==> src/rtl/mem_arbiter.sv <==
// Multi-master memory arbiter: grants one master at a time to a single downstream
// memory port, with round-robin or fixed-priority selection and burst support.
module mem_arbiter #(
   parameter int NMASTERS = 2,
   parameter int AW       = 32,
   parameter int DW       = 32,
   parameter int RR_EN    = 1
) (
   input  logic                   clk,
   input  logic                   rstn,
   input  logic [NMASTERS*AW-1:0] m_a,
   input  logic [NMASTERS*DW-1:0] m_d,
   input  logic [NMASTERS-1:0]    m_we,
   input  logic [NMASTERS-1:0]    m_rd,
   input  logic [NMASTERS-1:0]    m_burst_en,
   input  logic [NMASTERS*8-1:0]  m_burst_length,
   output logic [DW-1:0]          m_spo,
   output logic [NMASTERS-1:0]    m_ready,
   output logic [AW-1:0]          s_a,
   output logic [DW-1:0]          s_d,
   output logic                   s_we,
   output logic                   s_rd,
   output logic                   s_burst_en,
   output logic [7:0]             s_burst_length,
   input  logic [DW-1:0]          s_spo,
   input  logic                   s_ready,
   output logic [2:0]             grant_id,
   output logic                   busy,
   output logic [1:0]             dbg_state_o
);

   // Handshake: a master raises m_we/m_rd and holds it until it sees m_ready for
   // its final beat; m_ready is a single-cycle pulse mirroring s_ready while the
   // master owns the port. The downstream port sees s_we/s_rd as a request held
   // until s_ready; any cycle with s_ready high while requesting completes a beat.

   typedef enum logic [1:0] {
      ST_IDLE    = 2'd0,
      ST_OWN     = 2'd1,
      ST_RELEASE = 2'd2
   } state_t;

   state_t               state_q, state_d;
   logic   [2:0]         grant_q, grant_d;
   logic   [2:0]         last_q, last_d;
   logic   [7:0]         cnt_q, cnt_d;
   logic                 busy_q, busy_d;

   logic   [NMASTERS-1:0] req;
   logic                  win_found;
   logic   [2:0]          win_idx;
   logic                  hi_found, lo_found;
   logic   [2:0]          hi_idx, lo_idx;

   logic   [AW-1:0]       sel_a;
   logic   [DW-1:0]       sel_d;
   logic                  sel_we, sel_rd, sel_ben, sel_req;
   logic   [7:0]          sel_blen;
   logic   [7:0]          eff_len;
   logic                  last_beat;

   assign req = m_we | m_rd;

   // hi_* holds the lowest requester above last_grant, lo_* the lowest at or
   // below it; round-robin prefers hi (the wrap-around search order).
   always_comb begin
      hi_found  = 1'b0;
      lo_found  = 1'b0;
      hi_idx    = 3'd0;
      lo_idx    = 3'd0;
      win_found = 1'b0;
      win_idx   = 3'd0;
      for (int i = NMASTERS - 1; i >= 0; i--) begin
         if (req[i]) begin
            if (3'(i) > last_q) begin
               hi_found = 1'b1;
               hi_idx   = 3'(i);
            end else begin
               lo_found = 1'b1;
               lo_idx   = 3'(i);
            end
         end
      end
      win_found = hi_found | lo_found;
      if (RR_EN != 0) begin
         win_idx = hi_found ? hi_idx : lo_idx;
      end else begin
         win_idx = lo_found ? lo_idx : hi_idx;
      end
   end

   always_comb begin
      sel_a    = '0;
      sel_d    = '0;
      sel_we   = 1'b0;
      sel_rd   = 1'b0;
      sel_ben  = 1'b0;
      sel_blen = 8'd0;
      for (int i = 0; i < NMASTERS; i++) begin
         if (grant_q == 3'(i)) begin
            sel_a    = m_a[i*AW +: AW];
            sel_d    = m_d[i*DW +: DW];
            sel_we   = m_we[i];
            sel_rd   = m_rd[i];
            sel_ben  = m_burst_en[i];
            sel_blen = m_burst_length[i*8 +: 8];
         end
      end
   end

   assign sel_req   = sel_we | sel_rd;
   assign eff_len   = (sel_ben && (sel_blen != 8'd0)) ? sel_blen : 8'd1;
   assign last_beat = (cnt_q == (eff_len - 8'd1));

   always_comb begin
      state_d        = state_q;
      grant_d        = grant_q;
      last_d         = last_q;
      cnt_d          = cnt_q;
      busy_d         = busy_q;
      m_ready        = '0;
      s_a            = '0;
      s_d            = '0;
      s_we           = 1'b0;
      s_rd           = 1'b0;
      s_burst_en     = 1'b0;
      s_burst_length = 8'd0;
      case (state_q)
         ST_IDLE: begin
            if (win_found) begin
               grant_d = win_idx;
               last_d  = win_idx;
               cnt_d   = 8'd0;
               busy_d  = 1'b1;
               state_d = ST_OWN;
            end
         end
         ST_OWN: begin
            s_a            = sel_a;
            s_d            = sel_d;
            s_we           = sel_we;
            s_rd           = sel_rd;
            s_burst_en     = sel_ben;
            s_burst_length = sel_blen;
            if (!sel_req) begin
               // Owner withdrew mid-access: abandon without delivering a ready.
               state_d = ST_RELEASE;
               busy_d  = 1'b0;
            end else if (s_ready) begin
               // Gating with rstn keeps a beat from leaking out on a reset edge.
               for (int i = 0; i < NMASTERS; i++) begin
                  m_ready[i] = rstn && (grant_q == 3'(i));
               end
               if (last_beat) begin
                  state_d = ST_RELEASE;
                  busy_d  = 1'b0;
                  cnt_d   = 8'd0;
               end else begin
                  cnt_d = cnt_q + 8'd1;
               end
            end
         end
         ST_RELEASE: begin
            state_d = ST_IDLE;
         end
         default: begin
            state_d = ST_IDLE;
         end
      endcase
   end

   always_ff @(posedge clk) begin
      if (!rstn) begin
         state_q <= ST_IDLE;
         grant_q <= 3'd0;
         last_q  <= 3'(NMASTERS - 1);
         cnt_q   <= 8'd0;
         busy_q  <= 1'b0;
      end else begin
         state_q <= state_d;
         grant_q <= grant_d;
         last_q  <= last_d;
         cnt_q   <= cnt_d;
         busy_q  <= busy_d;
      end
   end

   assign m_spo       = s_spo;
   assign grant_id    = grant_q;
   assign busy        = busy_q;
   assign dbg_state_o = state_q;

endmodule

==> config.mk <==
export PLATFORM = sky130hd
export DESIGN_NAME = mem_arbiter
export DESIGN_NICKNAME = d
export VERILOG_FILES = /design/src/rtl/mem_arbiter.sv
export SDC_FILE = /design/constraint.sdc
export NUM_CORES = 1
export LEC_CHECK = 0
export CAP_MARGIN = 0
export CORE_AREA = 2 2 115 117
export CTS_CLUSTER_SIZE = 12
export DETAILED_ROUTE_END_ITERATION = 7
export DIE_AREA = 0 0 117 119
export PLACE_DENSITY = 0.68
export SETUP_SLACK_MARGIN = 0.02
export SLEW_MARGIN = 20
export SYNTH_ARGS = -nofsm -noshare
export SYNTH_HDL_FRONTEND = slang
export SYNTH_SLANG_ARGS = --single-unit
==> constraint.sdc <==
create_clock -name clk -period 4.35 [get_ports clk]
set_input_delay 0.87 -clock clk [delete_from_list [all_inputs] [get_ports clk]]
set_output_delay 0.87 -clock clk [all_outputs]
set_load 0.005 [all_outputs]
# [After elaboration in Yosys (flattened, before gate mapping)]
# Index checks and enable logic that the tools add are counted.
[op_classes] add_sub_neg=2 n_lt_le_gt_ge=2 eq_ne=8 mux=54 bitwise_logic=3 n_reduce_logical=11
[op_table] operator="32-bit 2-to-1 mux" n=6
[op_table] operator="8-bit 2-to-1 mux" n=8
[op_table] operator="1-bit 2-to-1 mux" n=25
[op_table] operator="8-bit case mux with 2 select lines" n=1
[op_table] operator="3-bit 2-to-1 mux" n=5
[op_table] operator="2-bit 2-to-1 mux" n=7
[op_table] operator="8-bit by 1-bit adder with 8-bit output, second input constant" n=1
[op_table] operator="8-bit == test" n=1
[op_table] operator="4-bit AND reduction" n=2
[op_table] operator="8-bit nonzero test" n=1
[op_table] operator="8-bit by 1-bit subtractor with 8-bit output, second input constant" n=1
[op_table] operator="1-bit by 3-bit > comparator with 1-bit output, first input constant" n=2
[op_table] operator="2-bit != test, second input constant" n=3
[op_table] operator="3-bit != test, second input constant" n=2
[op_table] operator="2-bit case mux with 2 select lines" n=1
[op_table] operator="3-bit by 1-bit == test with 1-bit output, second input constant" n=1
[op_table] operator="1-bit logical AND" n=3
[op_table] operator="3-bit zero test" n=1
[op_table] operator="3-bit AND reduction" n=1
[op_table] operator="2-bit by 1-bit == test with 1-bit output, second input constant" n=1
[op_table] operator="2-bit zero test" n=1
[op_table] operator="1-bit OR" n=2
[op_table] operator="2-bit OR" n=1
[op_table] operator="1-bit case mux with 2 select lines" n=1
[op_table] operator="2 further kinds" n=2
[word_totals] ff_bits=17 input_bits=185 output_inout_bits=115 word_cells=85

# [Depth between registers and ports, before layout]
# Gate-level depths: netlist of run 1.
[depth] word_depth=12 ltp_mapped=16 mapped_depth_nobuf=14

# [Worst setup path after synthesis of run 1]
# No wires, ideal clock.
[synth_timing] path_kind="input port to flip-flop" start="in m_burst_length[2]" end="reg busy_q, in the netlist busy" setup_ns=0.118 arrival_ns=3.575 required_ns=4.232 slack_ns=0.656 cell_stages=14 n_path_buf=1 path_cell_list="nor4_1 -> o21ai_1 -> o21ai_1 -> nor2_1 -> ha_1 -> xnor2_1 -> xnor2_1 -> a31oi_1 -> a2bb2oi_1 -> a2111oi_2 -> nand4b_1 -> buf_4 -> a221oi_2 -> nor2_1"
[synth_between] elab_chain_len=9
[synth_lines] item="start: declaration" line="16" rtl="input logic [NMASTERS*8-1:0] m_burst_length,"
[synth_lines] item="8-bit 2-to-1 mux (*) (2 in series)" line="100" rtl="if (grant_q == 3'(i)) begin"
[synth_lines] item="8-bit nonzero test" line="112" rtl="assign eff_len = (sel_ben && (sel_blen != 8'd0)) ? sel_blen : 8'd1;"
[synth_lines] item="1-bit logical AND" line="112"
[synth_lines] item="8-bit 2-to-1 mux (*)" line="112"
[synth_lines] item="8-bit by 1-bit subtractor with 8-bit output (*)" line="113" rtl="assign last_beat = (cnt_q == (eff_len - 8'd1));"
[synth_lines] item="8-bit == test (*)" line="113"
[synth_lines] item="3-bit != test (no source line) (*)"
[synth_lines] item="4-bit AND reduction (no source line) (*)"
[synth_lines] item="end signal: assignment" line="184" rtl="busy_q <= busy_d;"
[synth_lines] item="end: declaration" line="47" rtl="logic busy_q, busy_d;"
# Mark *: on every way between the ends. The rest lies on a longest branch, timed or not.
# A chain may end at the register's enable or synchronous reset.

# [Final worst setup path of run 1]
[layout_timing] start="in m_burst_length[10]" end="reg state_q[0], in the netlist dbg_state_o[0]"
[layout_between] elab_chain_len=8
[layout_lines] item="8-bit 2-to-1 mux (*)" line="100"
[layout_lines] item="8-bit nonzero test" line="112"
[layout_lines] item="1-bit logical AND" line="112"
[layout_lines] item="8-bit 2-to-1 mux (*)" line="112"
[layout_lines] item="8-bit by 1-bit subtractor with 8-bit output (*)" line="113"
[layout_lines] item="8-bit == test (*)" line="113"
[layout_lines] item="3-bit != test (no source line) (*)"
[layout_lines] item="3-bit AND reduction (no source line) (*)"
[layout_lines] item="end signal: assignment" line="180" rtl="state_q <= state_d;"
[layout_lines] item="end: declaration" line="43" rtl="state_t state_q, state_d;"
# Marked as above.

==> results of run 1 <==
## layer usage
layer / vias up / GRT usage [%] / part of all wire (%)
li1: 1583 / - / -
met1: 1446 / 15.9 / 38
met2: 178 / 25.4 / 49
met3: 23 / 4.12 / 11
met4: 0 / 3.97 / 1.8
met5: - / 0 / 0
## worst paths after layout
| check | from | endpoint | slack, ns | depth (start not counted) |
|---|---|---|---|---|
| setup / recovery | m_burst_length[10] | dbg_state_o[0]$_SDFFE_PN0P_ | 0.33 | 15 |
| hold / removal | last_q[0]$_SDFFE_PN1P_ | last_q[0]$_SDFFE_PN1P_ | 0.50 | 1 |
| setup reg to reg | grant_id[0]$_SDFFE_PN0P_ | dbg_state_o[0]$_SDFFE_PN0P_ | 0.90 | 14 |
| hold reg to reg | last_q[0]$_SDFFE_PN1P_ | last_q[0]$_SDFFE_PN1P_ | 0.50 | 1 |
## per-stage QoR
| step | std cells | hold WS [ns] |
|---|---|---|
| after floorplan | 354 | 0.459 |
| after global placement | 715 | 0.474 |
| after detailed placement | 715 | 0.488 |
| after CTS | 719 | 0.498 |
| after global routing | 719 | 0.524 |
| final | 719 | 0.501 |
## critical path: stages
cell and delay, ns:
sky130_fd_sc_hd__clkdlybuf4s50_1 0.51, sky130_fd_sc_hd__nor4b_4 0.39, sky130_fd_sc_hd__o21ai_2 0.15, sky130_fd_sc_hd__o21ai_1 0.20, sky130_fd_sc_hd__nor2_1 0.07, sky130_fd_sc_hd__ha_1 0.25, sky130_fd_sc_hd__xnor2_2 0.26, sky130_fd_sc_hd__xnor2_1 0.15
sky130_fd_sc_hd__a31oi_1 0.10, sky130_fd_sc_hd__a2bb2oi_1 0.15, sky130_fd_sc_hd__a2111oi_2 0.34, sky130_fd_sc_hd__nand4b_1 0.15, sky130_fd_sc_hd__buf_4 0.20, sky130_fd_sc_hd__o21a_1 0.19, sky130_fd_sc_hd__o21a_1 0.16
## power by group
part	switching (uW)	total (uW)	internal, uW
Combinational	255	641	386
Sequential	17.4	145	127
Clock	53.5	176	122
## cell type report
type                            count  area, um2
Multi-Input combinational cell    282       1930
Inverter                            4       15.0
Sequential cell                    13        264
Fill cell                        1310       7980
Clock inverter                      1       5.00
Clock buffer                        3       75.1
Timing Repair Buffer              240       2380
Tap cell                          176        220
## cell families (layout without fill, tap and decap cells)
logic type,count (synthesis),in the layout,share of synthesized area [%]
xor+xnor,8,8,2.79
flops,13,13,10.4
mux,83,83,33.8
simple gates,143,143,25.7
fa+ha+maj,2,2,0.996
other cells,1,2,0.149
compound gates,44,44,11.9
buf+inv,59,248,14.4
## flip-flops by register name, indices dropped and copies added, names as in the netlist
signal / flops
busy: 1
dbg_state_o: 2
grant_id: 1
last_q: 1
cnt_q: 8
## placed cells by master (no fill, tap or decap), drive strengths merged, types with 4 or more instances in the layout
cell and n:
clkdlybuf4s50 233, nor2 92, mux2i 78, nand2 14, dfxtp 13, o21ai 13, nand3 10, xnor2 8
a21oi 7, buf 7, nor2b 5, nor4 4, mux2 4, inv 4, o211ai 4, a31oi 4
o21a 4
==> impl_summary.txt, run 1 <==
----------------------------------------------------
[Flow run]
  Count of maximum capacitance violations ... 0

[Floorplanning]
  Chip Height ... 119 um
  Horizontal die dimension ... 117 um
  Placement row count ... 42
  Starting density of the core ... 19.5%
  Count of pins on the block boundary ... 300
  Area of the die ... 0.0139 mm2
  Area inside the core boundary ... 0.0129 mm2

[STA]
  Slew at the pin with the worst max-slew slack ... 0.807 ns
  Setup TNS Final ... 0 ns
  Worst setup slack after layout ... 0.329 ns
  Highest clock rate ... 0.249 GHz
  Total count of max-transition violations in the final report ... 0
  Share of the clock period used by the worst path after layout ... 92.4%
  Final hold viol count ... 0
  Final setup vio count ... 0
  Worst Clk Skew ... 0.00254 ns
  Minimum clock period ... 4.02 ns
  Slew headroom ... 46.2%

[Clock network]
  CTS buffer count ... 3
  Clock Latency Late Sink ... 0.25 ns
  Hold bufs inserted after CTS ... 0
  Sink count of the clock tree ... 13
  CTS tree ... yes
  Post-CTS clock slew at the launch and capture registers of the worst setup and hold paths ... 0.05 ns
  Number of instances resized during post-cts repair ... 0
  Buffer cell driving the clock tree root ... sky130_fd_sc_hd__clkbuf_16
  Number of H-tree branching levels ... 1
  Worst-case clock buffer depth ... 2
  Number of post-CTS setup repair buffers ... 0

[Layout]
  Synthesis-to-layout area growth ... 94.8%
  Final Core Density ... 38.0%
  Total Nets Final ... 731
  Finished Cell Area ... 0.00489 mm2
  Share of post-route cells with drive strength above 1 ... 5.16%
  Antenna diode count ... 0

[Detailed routing]
  Drt wl/cell ... 15.0 um
  DRT Wirelength ... 10800 um
  Detailed router's first-iteration violation count ... 120
  Total DRC errors in the routed layout ... 0
  Routed via count divided by cell count ... 4.49
  Post-route antenna net violation count ... 0
  Vias ... 3230
  Initial DRT Pass Iterations ... 4

[Logic synthesis]
  Avg Cell Area, Syn ... 7.11 um2
  Sequential area share after synthesis ... 10.4%
  Ranking of synthesized cells by instance count ... sky130_fd_sc_hd__nor2_1, sky130_fd_sc_hd__mux2i_1, sky130_fd_sc_hd__buf_4, sky130_fd_sc_hd__nand2_1, sky130_fd_sc_hd__dfxtp_1
  Count of cell types in the netlist ... 45
  Synthesized instance count ... 353
  Number of synthesis warnings ... 0
  Number of synthesized register bits ... 13
  Top-count cell post-synth ... sky130_fd_sc_hd__nor2_1
  Largest area contributor in the netlist ... sky130_fd_sc_hd__mux2i_1
  Leading post-synthesis cells by cell area ... sky130_fd_sc_hd__mux2i_1, sky130_fd_sc_hd__nor2_1, sky130_fd_sc_hd__buf_4
  Post-synthesis cell area ... 0.00251 mm2
  Asr flop ratio synth ... 0%
  Predominant post-synthesis flop cell ... sky130_fd_sc_hd__dfxtp_1
  EDFF count, synth ... 0
  Top-area cell type share of the netlist area ... 31.1%

[Global routing]
  Initial antenna violation count ... 0
  Grt ovf ... 0
  Largest net degree at the start of global routing ... 78
  Global-route wire length before repair ... 15700 um
  Number of global-route vias before repair ... 3153
  Combined global-route utilization of all metal layers ... 14.1%

[Power]
  Leak Pwr ... 0.00168 uW
  Maximum vdd drop ... 140 uV
  Power Density ... 197 mW/mm2
  Final Power ... 962 uW

[Worst setup path]
  Critical path class ... in2reg
  CP required ... 4.49 ns
  Element type at the critical path end ... flop
  Crit start category ... input pin
  Critical path fanouts, max ... 11
  Arr. time, crit path ... 4.16 ns

[Placed design]
  RePlAce Congestion ... 0.943
  Port-buffer cells ... 233
  Setup slack after placement ... 0.0640 ns
  Final HPWL from detailed placement ... 8890 um
  DP Area ... 0.00478 mm2

[Worst hold path]
  Path type of the worst min-delay path ... reg2reg

[Run status]
  Run status ... complete, no violations

----------------------------------------------------
No activity file was read; power rests on OpenSTA's default activity.
==> inputs of run 2 (changes only) <==
ABC_CLOCK_PERIOD_IN_PS = 4350   (was not set)
PLACE_DENSITY = not set   (was 0.68)
PLACE_DENSITY_LB_ADDON = 0.15   (was not set)
==> run 2 against run 1 <==
  * Maximum frequency is 2.1% lower
  * Sequential power increased by 3%
  * Setup slack lost 0.085 ns
==> impl_summary.txt, run 2 (same netlist as run 1, synthesis figures left out) <==
----------------------------------------------------
[STA]
  Unrepaired setup endpoints after global routing ... no
  Total count of max-transition violations in the final report ... 0 (unchanged)
  Slew headroom ... 44.7% (was 46.2%)
  Final hold viol count ... 0 (unchanged)
  Final setup vio count ... 0 (unchanged)
  Worst Clk Skew ... 0.00114 ns (was 0.00254 ns)
  Worst slack on hold paths ... 0.492 ns (was 0.501 ns)
  Minimum clock period ... 4.11 ns (was 4.02 ns)
  Highest clock rate ... 0.244 GHz (was 0.249 GHz)
  Setup TNS Final ... 0 ns (unchanged)
  Share of the clock period used by the worst path after layout ... 94.4% (was 92.4%)
  Slew at the pin with the worst max-slew slack ... 0.829 ns (was 0.807 ns)

[Floorplanning]
  Chip Height ... 119 um (unchanged)
  Horizontal die dimension ... 117 um (unchanged)
  Placement row count ... 42 (unchanged)
  Starting density of the core ... 19.5% (unchanged)
  Area of the die ... 0.0139 mm2 (unchanged)
  Area inside the core boundary ... 0.0129 mm2 (unchanged)
  Count of pins on the block boundary ... 300 (unchanged)

[Clock network]
  Worst-case clock buffer depth ... 2 (unchanged)
  Number of post-CTS setup repair buffers ... 0 (unchanged)
  Post-CTS clock slew at the launch and capture registers of the worst setup and hold paths ... 0.04 ns (was 0.05 ns)
  Number of instances resized during post-cts repair ... 0 (unchanged)
  Number of H-tree branching levels ... 1 (unchanged)
  Buffer cell driving the clock tree root ... sky130_fd_sc_hd__clkbuf_16 (unchanged)
  CTS buffer count ... 3 (unchanged)
  Hold bufs inserted after CTS ... 0 (unchanged)
  Sink count of the clock tree ... 13 (unchanged)
  Clock Latency Late Sink ... 0.24 ns (was 0.25 ns)
  CTS tree ... yes (unchanged)

[Worst setup path]
  Worst R2R End ... dbg_state_o[0]$_SDFFE_PN0P_ (unchanged)
  Crit start category ... input pin (unchanged)
  Number of gates on the worst path with buffers counted ... 15 (unchanged)
  Critical path fanouts, max ... 11 (unchanged)
  Element type at the critical path end ... flop (unchanged)
  Buf/Inv on CP ... 2 (unchanged)
  Crit-path slowest cell ... sky130_fd_sc_hd__nor4_1 (was sky130_fd_sc_hd__clkdlybuf4s50_1)
  Reg-to-Reg Start ... grant_id[0]$_SDFFE_PN0P_ (unchanged)
  Largest stage delay, worst path ... 0.50 ns (was 0.51 ns)
  Crit-path leading delay family ... compound AO/OA/AOI/OAI gates (unchanged)
  Arr. time, crit path ... 4.24 ns (was 4.16 ns)
  R2R depth ... 14 (unchanged)
  Cells along the critical path ... clkdlybuf4s50_1, nor4_1, o21ai_1, o21ai_1, nor2_1, ha_1, xnor2_1, xnor2_1, a31oi_1, a2bb2oi_1, a2111oi_2, nand4b_1, buf_4, o21a_1, o21a_1 (was clkdlybuf4s50_1, nor4b_4, o21ai_2, o21ai_1, nor2_1, ha_1, xnor2_2, xnor2_1, a31oi_1, a2bb2oi_1, a2111oi_2, nand4b_1, buf_4, o21a_1, o21a_1)
  Destination of the critical timing path ... dbg_state_o[0]$_SDFFE_PN0P_ (unchanged)
  CP required ... 4.49 ns (about the same)
  Critical path class ... in2reg (unchanged)
  Startpoint of the worst setup timing path ... m_burst_length[2] (was m_burst_length[10])
  Slack of the worst reg-to-reg path ... 0.83 ns (was 0.90 ns)

[Detailed routing]
  Drt wl/cell ... 15.4 um (was 15.0 um)
  Post-route antenna net violation count ... 0 (unchanged)
  DRT Wirelength ... 11100 um (was 10800 um)
  Detailed router's first-iteration violation count ... 81 (was 120)
  Initial DRT Pass Iterations ... 4 (unchanged)
  Total DRC errors in the routed layout ... 0 (unchanged)
  Routed via count divided by cell count ... 4.32 (was 4.49)
  Vias ... 3103 (was 3230)

[Layout]
  Share of post-route cells with drive strength above 1 ... 4.06% (was 5.16%)
  Antenna diode count ... 0 (unchanged)
  Flip-flop count of the largest register after layout ... 8 (unchanged)
  Register containing the most flip-flops in the final layout ... cnt_q (unchanged)
  Register cell area after layout ... 264 um2 (unchanged)
  Area used by multi-input combinational logic ... 0.00190 mm2 (was 0.00193 mm2)
  Final Core Density ... 37.7% (was 38.0%)
  Count of filler cells inserted in the layout ... 1346 (was 1310)
  Total Nets Final ... 730 (was 731)
  Most common cell after layout, fill and taps aside ... sky130_fd_sc_hd__clkdlybuf4s50_1 (unchanged)
  Synthesis-to-layout area growth ... 93.2% (was 94.8%)
  Most frequent cells in the layout ... sky130_fd_sc_hd__clkdlybuf4s50_1, sky130_fd_sc_hd__nor2_1, sky130_fd_sc_hd__mux2i_1 (unchanged)
  Finished Cell Area ... 0.00485 mm2 (was 0.00489 mm2)

[Worst hold path]
  Path type of the worst min-delay path ... reg2reg (unchanged)

[Global routing]
  Initial antenna violation count ... 0 (unchanged)
  Grt ovf ... 0 (unchanged)
  Combined global-route utilization of all metal layers ... 14.9% (was 14.1%)
  Number of global-route vias before repair ... 3105 (was 3153)
  Largest net degree at the start of global routing ... 78 (unchanged)
  Global-route wire length before repair ... 16400 um (was 15700 um)

[Power]
  Maximum vdd drop ... 98.6 uV (was 140 uV)
  Leak Pwr ... 0.00166 uW (was 0.00168 uW)
  Power Density ... 197 mW/mm2 (about the same)

[Run status]
  Run status ... complete, no violations (unchanged)

[Placed design]
  RePlAce Congestion ... 0.835 (was 0.943)
  DP Area ... 0.00477 mm2 (was 0.00478 mm2)
  Final HPWL from detailed placement ... 9290 um (was 8890 um)
  Port-buffer cells ... 233 (unchanged)

[Flow run]
  Count of maximum capacitance violations ... 0 (unchanged)

----------------------------------------------------
[run 2: changes by cell type in the layout (fill, tap and decap cells not counted), sizes merged]
cell    previous run  this run
buf                7         6
clkbuf             3         4
clkinv             1         0
[run 2: routing by layer]
metal	track usage, %	up-vias	share of wire, %
met5	0	-	0
met4	2.28	0	0.56
met3	5.80	7	9.8
met2	27.9	141	52
met1	15.9	1382	38
li1	-	1573	-
[run 2: worst min path at each step]
| stage | startpoint | end | slack, ns | cells past startpoint |
|---|---|---|---|---|
| after floorplan | last_q[0]$_SDFFE_PN1P_ | last_q[0]$_SDFFE_PN1P_ | 0.46 | 1 |
| after global placement | last_q[0]$_SDFFE_PN1P_ | last_q[0]$_SDFFE_PN1P_ | 0.48 | 1 |
| after detailed placement | last_q[0]$_SDFFE_PN1P_ | last_q[0]$_SDFFE_PN1P_ | 0.48 | 1 |
| after CTS | last_q[0]$_SDFFE_PN1P_ | last_q[0]$_SDFFE_PN1P_ | 0.49 | 1 |
| after global routing | last_q[0]$_SDFFE_PN1P_ | last_q[0]$_SDFFE_PN1P_ | 0.51 | 1 |
| final | last_q[0]$_SDFFE_PN1P_ | last_q[0]$_SDFFE_PN1P_ | 0.49 | 1 |
[run 2: per-stage QoR]
stage	setup slack (ns)	total power, uW	instances
after floorplan	0.656	442	354
after detailed placement	0.00685	788	714
after global routing	0.0405	1020	718
after CTS	0.250	969	718
final	0.245	955	718
after global placement	0.172	789	714
[run 2: report_power, final]
group,leakage (uW),switching [uW],internal (uW)
clock,0.0000382,51.2,124
combinational,0.00152,247,384
sequential,0.000107,21.6,127
total,0.00166,319,635
[run 2: final cells by class]
| cell class | count | area share (%) |
|---|---|---|
| clock buffer | 4 | 1.62 |
| inverter | 4 | 0.310 |
| multi-input combinational | 282 | 39.1 |
| sequential | 13 | 5.44 |
| tap | 176 | 4.54 |
| timing repair buffer | 239 | 49.0 |
==> inputs of run 3 (changes only) <==
ABC_AREA = 1   (was not set)
CORE_AREA = 2 2 117 119   (was 2 2 115 117)
DIE_AREA = 0 0 119 121   (was 0 0 117 119)
SETUP_SLACK_MARGIN = not set   (was 0.02)
==> run 3 against run 2 <==
  * Sequential power down 4%
  * Setup slack better by 0.52 ns
  * First-iteration DRC count up 68%
  * Core utilization down 0.87 points
  * Sequential share of layout area about the same
  * Combinational power up 43%
  * Design area down 0.72%
  * Register-to-register slack better by 0.27 ns
  * Critical path type is now in2out
  * Critical endpoint is now m_ready[1]
==> impl_summary.txt, run 3 <==
----------------------------------------------------
[Run status]
  Run status ... complete, no violations (unchanged)

[Worst setup path]
  Arr. time, crit path ... 2.71 ns (was 4.24 ns)
  Crit start category ... input pin (unchanged)
  Critical path class ... in2out (was in2reg)
  Element type at the critical path end ... output pin (was flop)
  CP required ... 3.48 ns (was 4.49 ns)
  Critical path fanouts, max ... 4 (was 11)

[Logic synthesis]
  Avg Cell Area, Syn ... 5.17 um2 (was 7.11 um2)
  Sequential area share after synthesis ... 10.3% (was 10.4%)
  Leading post-synthesis cells by cell area ... sky130_fd_sc_hd__nand2_1, sky130_fd_sc_hd__a21oi_1, sky130_fd_sc_hd__dfxtp_1 (was sky130_fd_sc_hd__mux2i_1, sky130_fd_sc_hd__nor2_1, sky130_fd_sc_hd__buf_4)
  EDFF count, synth ... 0 (unchanged)
  Top-area cell type share of the netlist area ... 28.9% (was 31.1%)
  Predominant post-synthesis flop cell ... sky130_fd_sc_hd__dfxtp_1 (unchanged)
  Ranking of synthesized cells by instance count ... sky130_fd_sc_hd__nand2_1, sky130_fd_sc_hd__a21oi_1, sky130_fd_sc_hd__inv_1, sky130_fd_sc_hd__buf_4, sky130_fd_sc_hd__nor2_1 (was sky130_fd_sc_hd__nor2_1, sky130_fd_sc_hd__mux2i_1, sky130_fd_sc_hd__buf_4, sky130_fd_sc_hd__nand2_1, sky130_fd_sc_hd__dfxtp_1)
  Largest area contributor in the netlist ... sky130_fd_sc_hd__nand2_1 (was sky130_fd_sc_hd__mux2i_1)
  Count of cell types in the netlist ... 32 (was 45)
  Asr flop ratio synth ... 0% (unchanged)
  Number of synthesis warnings ... 0 (unchanged)
  Post-synthesis cell area ... 0.00253 mm2 (was 0.00251 mm2)
  Top-count cell post-synth ... sky130_fd_sc_hd__nand2_1 (was sky130_fd_sc_hd__nor2_1)
  Synthesized instance count ... 489 (was 353)
  Number of synthesized register bits ... 13 (unchanged)

[Clock network]
  Number of H-tree branching levels ... 1 (unchanged)
  Number of instances resized during post-cts repair ... 0 (unchanged)
  CTS tree ... yes (unchanged)
  Clock Latency Late Sink ... 0.24 ns (about the same)
  Buffer cell driving the clock tree root ... sky130_fd_sc_hd__clkbuf_16 (unchanged)
  Worst-case clock buffer depth ... 2 (unchanged)
  Sink count of the clock tree ... 13 (unchanged)
  Post-CTS clock slew at the launch and capture registers of the worst setup and hold paths ... 0.05 ns (was 0.04 ns)
  Number of post-CTS setup repair buffers ... 0 (unchanged)
  Hold bufs inserted after CTS ... 0 (unchanged)
  CTS buffer count ... 3 (unchanged)

[Power]
  Reported net switching power ... 517 uW (was 319 uW)
  Power Density ... 253 mW/mm2 (was 197 mW/mm2)
  Share of total power consumed by net switching ... 42.4% (was 33.5%)
  Final Power ... 1220 uW (was 955 uW)
  Share of power burned in combinational logic ... 74.0% (was 66.1%)
  P_int ... 702 uW (was 635 uW)
  Maximum vdd drop ... 116 uV (was 98.6 uV)
  Clk network pwr share ... 14.2% (was 18.3%)
  Leak Pwr ... 0.00203 uW (was 0.00166 uW)
  Flop pwr share ... 11.8% (was 15.6%)

[Detailed routing]
  Vias ... 3621 (was 3103)
  Routed via count divided by cell count ... 4.28 (was 4.32)
  Post-route antenna net violation count ... 0 (unchanged)
  Initial DRT Pass Iterations ... 5 (was 4)
  Drt wl/cell ... 15.8 um (was 15.4 um)
  DRT Wirelength ... 13300 um (was 11100 um)
  Total DRC errors in the routed layout ... 0 (unchanged)
  Detailed router's first-iteration violation count ... 136 (was 81)

[Floorplanning]
  Area of the die ... 0.0144 mm2 (was 0.0139 mm2)
  Starting density of the core ... 19.3% (was 19.5%)
  Horizontal die dimension ... 119 um (was 117 um)
  Count of pins on the block boundary ... 300 (unchanged)
  Chip Height ... 121 um (was 119 um)
  Area inside the core boundary ... 0.0131 mm2 (was 0.0129 mm2)
  Placement row count ... 42 (unchanged)

[Global routing]
  Grt ovf ... 0 (unchanged)
  Initial antenna violation count ... 0 (unchanged)
  Combined global-route utilization of all metal layers ... 17.9% (was 14.9%)
  Largest net degree at the start of global routing ... 79 (was 78)
  Global-route wire length before repair ... 20200 um (was 16400 um)
  Number of global-route vias before repair ... 3649 (was 3105)

[Layout]
  Most frequent cells in the layout ... sky130_fd_sc_hd__clkdlybuf4s50_1, sky130_fd_sc_hd__nand2_1, sky130_fd_sc_hd__a21oi_1 (was sky130_fd_sc_hd__clkdlybuf4s50_1, sky130_fd_sc_hd__nor2_1, sky130_fd_sc_hd__mux2i_1)
  Register containing the most flip-flops in the final layout ... cnt_q (unchanged)
  Total Nets Final ... 858 (was 730)
  Synthesis-to-layout area growth ... 90.4% (was 93.2%)
  Share of post-route cells with drive strength above 1 ... 5.22% (was 4.06%)
  Antenna diode count ... 0 (unchanged)
  Most common cell after layout, fill and taps aside ... sky130_fd_sc_hd__clkdlybuf4s50_1 (unchanged)
  Finished Cell Area ... 0.00482 mm2 (was 0.00485 mm2)
  Flip-flop count of the largest register after layout ... 8 (unchanged)
  Count of filler cells inserted in the layout ... 1462 (was 1346)

[STA]
  Minimum clock period ... 3.58 ns (was 4.11 ns)
  Worst Clk Skew ... 0.00286 ns (was 0.00114 ns)
  Setup TNS Final ... 0 ns (unchanged)
  Highest clock rate ... 0.279 GHz (was 0.244 GHz)
  Total count of max-transition violations in the final report ... 0 (unchanged)
  Share of the clock period used by the worst path after layout ... 82.4% (was 94.4%)
  Slew at the pin with the worst max-slew slack ... 0.980 ns (was 0.829 ns)
  Unrepaired setup endpoints after global routing ... no (unchanged)
  Final setup vio count ... 0 (unchanged)
  Slew headroom ... 34.7% (was 44.7%)
  Final hold viol count ... 0 (unchanged)

[Placed design]
  Final HPWL from detailed placement ... 11100 um (was 9290 um)
  Port-buffer cells ... 233 (unchanged)
  DP Area ... 0.00474 mm2 (was 0.00477 mm2)
  RePlAce Congestion ... 0.838 (was 0.835)

[Worst hold path]
  Path type of the worst min-delay path ... reg2reg (unchanged)

[Flow run]
  Count of maximum capacitance violations ... 0 (unchanged)

----------------------------------------------------
[run 3: power by group through the flow]
| stage | clock network, uW | logic [uW] | registers, uW |
|---|---|---|---|
| 4_1_cts | 177 | 917 | 144 |
| 6_report | 174 | 902 | 143 |
| 5_1_grt | 181 | 988 | 146 |
| 3_5_place_dp | 0 | 912 | 146 |
| 3_3_place_gp | 0 | 909 | 146 |
| 2_1_floorplan | 0 | 433 | 144 |
[run 3: cell type report]
cell class | instances | area, um2 | share of cell area (%)
multi-input cells | 370 | 1720 | 35.7
inverters | 46 | 173 | 3.59
flip-flops and latches | 13 | 262 | 5.43
clock buffers | 4 | 78.8 | 1.64
well taps | 176 | 220 | 4.57
repair buffers | 237 | 2360 | 49.1
[run 3: cell families after synthesis]
kind of cell,count (synthesis),share of synthesized area (%)
xor gates and xnor gates,6,2.08
other,1,0.148
AOI/OAI and AO/OA,86,17.7
DFF,13,10.3
adders and majority gates,2,0.989
muxes,2,0.791
buffers and inverters,107,21.9
and+or+nand+nor,272,46.2
[run 3: worst max-delay path, cell delays in order]
cell and delay (ns):
sky130_fd_sc_hd__clkdlybuf4s50_1 0.53, sky130_fd_sc_hd__mux2i_1 0.11, sky130_fd_sc_hd__nand2_1 0.22, sky130_fd_sc_hd__nand2_1 0.18, sky130_fd_sc_hd__nor4_1 0.22, sky130_fd_sc_hd__clkdlybuf4s50_1 0.58
[run 3: through the flow]
stage	std cells	setup slack [ns]	util [%]	hold WS [ns]
after floorplan	490	1.53	-	0.423
after global placement	842	0.802	36.2	0.467
after detailed placement	842	0.791	36.2	0.466
after CTS	846	0.759	36.8	0.472
after global routing	846	0.630	36.8	0.508
final	846	0.766	36.8	0.462
[run 3: path summary, 6_finish.rpt]
path                                               start                           to  slack (ns)  cells past startpoint
worst max-delay path                             m_we[1]                   m_ready[1]        0.77                      6
worst min-delay path                   busy$_SDFFE_PN0P_            busy$_SDFFE_PN0P_        0.46                      2
worst max register to register  grant_id[0]$_SDFFE_PN0P_  dbg_state_o[0]$_SDFFE_PN0P_        1.10                     17
worst min register to register         busy$_SDFFE_PN0P_            busy$_SDFFE_PN0P_        0.46                      2
[run 3: routing by layer]
layer  up-vias  wire [um]  track usage, %  part of all wire, %
li1       1874          -               -                    -
met1      1573       5090            18.3                   38
met2       164       6550            33.8                   49
met3        10       1350            6.30                   10
met4         0        350            5.65                  2.6
met5         -          0               0                    0
